===== src/rtl/expu_pkg.sv =====
// Shared types for the exponential-row control path.
// The sequencer FSM states live here so the integrating top and the bench can see them.
package expu_pkg;

  typedef enum logic [1:0] {
    IDLE,
    RUN,
    DRAIN,
    DONE
  } expu_ctrl_state_e;

endpackage


===== src/rtl/expu_row_ctrl.sv =====
// Sequencer for one stall-all exponential row: accepts a job of len_i elements,
// drives the row enable/clear and tracks per-stage valid bits toward the output stream.
module expu_row_ctrl
  import expu_pkg::*;
#(
  parameter int unsigned NUM_REGS  = 2,
  parameter int unsigned LEN_WIDTH = 16
) (
  input  logic                 clk_i,
  input  logic                 rst_i,
  input  logic                 clear_i,
  input  logic                 start_i,
  input  logic [LEN_WIDTH-1:0] len_i,
  output logic                 busy_o,
  output logic                 done_o,
  input  logic                 in_valid_i,
  output logic                 in_ready_o,
  output logic                 out_valid_o,
  input  logic                 out_ready_i,
  output logic                 out_last_o,
  output logic                 row_enable_o,
  output logic                 row_clear_o
);

  expu_ctrl_state_e     state_q;
  logic [LEN_WIDTH-1:0] len_q;
  logic [LEN_WIDTH-1:0] in_cnt_q;
  logic [LEN_WIDTH-1:0] out_cnt_q;
  logic [LEN_WIDTH-1:0] len_m1;

  logic in_room;
  logic stage_en;
  logic in_hs;
  logic out_hs;
  logic start_acc;
  logic out_valid;

  assign len_m1    = len_q - LEN_WIDTH'(1);
  assign in_room   = (state_q == RUN) && (in_cnt_q < len_q);
  assign stage_en  = ~out_valid | out_ready_i;
  assign in_hs     = in_valid_i & in_ready_o;
  assign out_hs    = out_valid & out_ready_i;
  assign start_acc = (state_q == IDLE) & start_i & ~clear_i;

  // The whole row moves or holds together, so a single enable gates every stage.
  generate
    if (NUM_REGS == 0) begin : g_comb
      assign out_valid  = in_valid_i & in_room;
      assign in_ready_o = out_ready_i & in_room;
    end else begin : g_pipe
      logic [NUM_REGS-1:0] vld_q;

      always_ff @(posedge clk_i) begin
        if (rst_i || clear_i) begin
          vld_q <= '0;
        end else if (stage_en) begin
          vld_q <= (vld_q << 1) | NUM_REGS'(in_hs);
        end
      end

      assign out_valid  = vld_q[NUM_REGS-1];
      assign in_ready_o = stage_en & in_room;
    end
  endgenerate

  // Abort and reset share one path: back to IDLE with no done pulse.
  always_ff @(posedge clk_i) begin
    if (rst_i || clear_i) begin
      state_q   <= IDLE;
      len_q     <= '0;
      in_cnt_q  <= '0;
      out_cnt_q <= '0;
    end else begin
      if (in_hs) begin
        in_cnt_q <= in_cnt_q + LEN_WIDTH'(1);
      end
      if (out_hs && busy_o) begin
        out_cnt_q <= out_cnt_q + LEN_WIDTH'(1);
      end

      unique case (state_q)
        IDLE: begin
          if (start_i) begin
            len_q     <= len_i;
            in_cnt_q  <= '0;
            out_cnt_q <= '0;
            state_q   <= (len_i == '0) ? DONE : RUN;
          end
        end
        RUN: begin
          // With no register stages the final output leaves in the same cycle it enters.
          if (out_hs && out_last_o) begin
            state_q <= DONE;
          end else if (in_hs && (in_cnt_q == len_m1)) begin
            state_q <= DRAIN;
          end
        end
        DRAIN: begin
          if (out_hs && out_last_o) begin
            state_q <= DONE;
          end
        end
        DONE: begin
          state_q <= IDLE;
        end
        default: begin
          state_q <= IDLE;
        end
      endcase
    end
  end

  assign busy_o       = (state_q == RUN) || (state_q == DRAIN);
  assign done_o       = (state_q == DONE);
  assign out_valid_o  = out_valid;
  assign out_last_o   = out_valid & (out_cnt_q == len_m1);
  assign row_enable_o = stage_en & ~rst_i;
  assign row_clear_o  = clear_i | start_acc | rst_i;

endmodule


===== config.mk =====
export PLATFORM = sky130hd
export DESIGN_NAME = expu_row_ctrl
export DESIGN_NICKNAME = d
export VERILOG_FILES = /design/src/rtl/expu_pkg.sv /design/src/rtl/expu_row_ctrl.sv
export SDC_FILE = /design/constraint.sdc
export NUM_CORES = 1
export LEC_CHECK = 0
export CORE_UTILIZATION = 45
export DETAILED_ROUTE_END_ITERATION = 7
export MAX_ROUTING_LAYER = met4
export PLACE_DENSITY = 0.76
export SYNTH_ARGS = -nofsm -noshare
export SYNTH_HDL_FRONTEND = slang
export SYNTH_SLANG_ARGS = --single-unit

===== constraint.sdc =====
create_clock -name clk_i -period 9.2 [get_ports clk_i]
set_clock_uncertainty 0.1 [all_clocks]
set_input_delay 1.84 -clock clk_i [delete_from_list [all_inputs] [get_ports clk_i]]
set_output_delay 1.84 -clock clk_i [all_outputs]
set_load 0.1 [all_outputs]

==> out/results.ini <==
[logic_synthesis]
synthSimpleGateAreaFrac_pct=28.57
synth.top_cell.area_share_pct=28.74
synth_top_family_by_area=simple AND/OR/NAND/NOR gates
syn_nets=508
post_synth_inst_count=462
ys_warn_count=0
synth-compound-area-share_pct=12.16
synth.area.mux_share_pct=0.5527
avgSynthCellArea_sq_um=7.840
synth_cell_types=53
synth_top_flop_cell=dfxtp_1
synth_seq_area_share_pct=28.74
synthAdderAreaFrac_pct=8.290
yosysTopAreaCell=dfxtp_1
ys_async_sr_fraction_pct=0
ys_top_cells_by_area=dfxtp_1 (29%), ha_1 (8.3%), xnor2_1 (8.0%), xor2_1 (7.3%), nand2_1 (6.4%)
synth_edf_count=0
synth-xor-area-share_pct=16.30
ys_seq_elements=52
synthesis.area_sq_um=3622

[worst_setup_path]
crit_start=start_i
worst_ep_arrival_time_ps=4430
cpMaxStageDelayCell=clkdlybuf4s50_1
start_kind=input pin
r2r_setup_slack_ps=5250
worstPathMaxFanout=33
cp.required_ps=7260
worst-setup-path-type=input pin to primary output
crit_family=buffers and inverters
reg2reg_from=len_q[11]
worst_setup_path_end_kind=primary output
worst_r2r_path_depth=10
crit_cells=5
crit_chain=clkdlybuf4s50_1 > nand2_1 > nand2_1 > buf_4 > clkdlybuf4s50_1
path_buf_inv=3
max_stage_delay_ps=1210

[sta]
report.final.hold_viol_count=0
finalMaxSlewViolations=0
fin_setup_tns_ps=0
setup_viol=0
worst_slew_pin_slew_ps=1076
rsz0062_at_grt=false
relSlewSlack_pct=27.59
post-route-period-util_pct=69.22
min_period_ps=6368
max_freq_mhz=157.0

[clock_network]
clkSinkCount=52
cts_buffers=5
clock-root-buffer=clkbuf_8
cts_setup_buffers=0
htreeDepth=2
cts_max_path_buffers=2
clkLatencyLatePin_ps=310
holdBufCountCts=0
ctsResizeCount=0
clk_pin_slew_ps=90
cts_tree=done

[route]
via_count=3268
remaining_drc_errors=0
routed_via_density=5.664
ant_nets=0
drt_wl_total_mm=8.975
drtIter0Drc=226
firstDrtPassIters=5
post_drt_wl_per_cell_um=15.55

[power]
p_per_area_nw_per_um2=126.4
p_leak_nw=1.453
peakVddDrop_v=0.00008138

[grt]
antenna_found_initial=0
grt_util_all_layers_pct=23.42
overflow=0
grt_pass1_wl_mm=15.21
grt_max_degree=34
grt_pass1_vias=3163

[floorplan]
die_y_um=91.72
placementRows=32
start_util_pct=46.63
core_area_sq_um=7767
die_x_um=91.72
top_level_ports=29
die_area_sq_um=8413

[placed_design]
hpwl_mm=7.045
io_buffers=28
gp_congestion=0.8558

[hold_path]
worstHoldPathType=flop to flop
min_from=g_pipe.vld_q[0]
min_path_cells=2

[layout]
area.growth.synth_to_final_pct=11.43
utilization_pct=51.97
drive_above_1_share_pct=3.579
diodes=0
fin_nets=520

[job]
cap_viol_max_count=0

[status]
status=complete, no violations

[power by group]
part / switching [W] / leakage, nW / internal (W)
registers: 0.00000785 / 0.420 / 0.000228
logic: 0.0000690 / 0.978 / 0.0000479
clock network: 0.0000762 / 0.0552 / 0.0000808
[layout by cell type, fill, tap and decap left out, types with 2 or more instances in the layout]
cell type and count:
a2111oi_0 3, a211o_1 3, a21oi_1 34, a221oi_1 2, a31oi_1 2, a41oi_1 2, and2_1 3, and3_1 11
and4_1 4, clkbuf_8 5, clkdlybuf4s50_1 28, dfxtp_1 52, ha_1 24, inv_1 23, mux2i_1 2, nand2_1 62
nand2b_1 2, nand3_1 10, nand4_1 15, nor2_1 52, nor2b_1 5, nor3_1 12, nor3_2 3, nor4_1 8
nor4_4 2, nor4b_1 3, o211ai_1 2, o21ai_0 8, o41ai_1 2, or3_1 5, xnor2_1 33, xor2_1 30
[cells by family after synthesis]
| logic type | after synthesis |
|---|---|
| AND/OR/NAND/NOR | 203 |
| AO/OA/AOI/OAI | 69 |
| XOR/XNOR | 65 |
| flip-flops | 52 |
| buffers and inverters | 47 |
| adder cells (fa/ha/maj) | 24 |
| multiplexers | 2 |
[cell type report]
class | instances | area, sq um
clock buffers | 6 | 72.57
fillers | 754 | 3731
multi-input cells | 363 | 2386
inverters | 23 | 86.33
repair buffers | 29 | 287.8
clock inverters | 2 | 35.03
well taps | 102 | 127.6
flip-flops and latches | 52 | 1041
[synthesized netlist by cell type (3+ instances only)]
cell type / n
nand2_1: 62
nand4_1: 15
or3_1: 5
clkbuf_1: 19
nor3_1: 12
a21oi_1: 34
inv_1: 23
ha_1: 24
nor3_2: 3
o21ai_0: 8
dfxtp_1: 52
nand3_1: 10
and3_1: 11
nor4b_1: 3
a211o_1: 3
xnor2_1: 33
and4_1: 4
nor2b_1: 5
nor4_1: 8
and2_1: 3
xor2_1: 30
nor2_1: 52
a2111oi_0: 3
[final timing paths]
path                           to
hold reg to reg   g_pipe.vld_q[1]
setup / recovery      row_clear_o
hold / removal    g_pipe.vld_q[1]
setup reg to reg       state_q[0]
[through the flow]
stage / instance area (sq um) / hold WS [ps] / total power [W] / setup WS, ps / instances
2_1_floorplan: 3622 / 340.7 / 0.0003267 / 3913 / 462
3_3_place_gp: 3929 / 363.2 / 0.0003547 / 2909 / 569
3_5_place_dp: 3929 / 362.1 / 0.0003568 / 2846 / 569
4_1_cts: 4036 / 385.0 / 0.0005125 / 2847 / 577
5_1_grt: 4036 / 422.5 / 0.0005343 / 2750 / 577
6_report: 4036 / 381.6 / 0.0005100 / 2832 / 577
[per-layer routing]
metal  up-vias  global-route usage, %  wire length [um]
li1       1628                      -                 -
met1      1539                  29.38              4196
met2        91                  39.35              4281
met3        10                  2.819               355
met4         0                  7.422               142
met5         -                      -                 0
[state kept, by name, indices dropped and copies added, names as in the netlist]
| register | flops |
|---|---|
| in_cnt_q | 16 |
| g_pipe.vld_q | 2 |
| out_cnt_q | 16 |
| len_q | 16 |
| state_q | 2 |
[worst min-delay path, cell delays in order, from the launching register on]
cell     delay (ps)
dfxtp_1         340
nor2_1           50
nor2_1           70
Power figures use the tool's default switching activity.
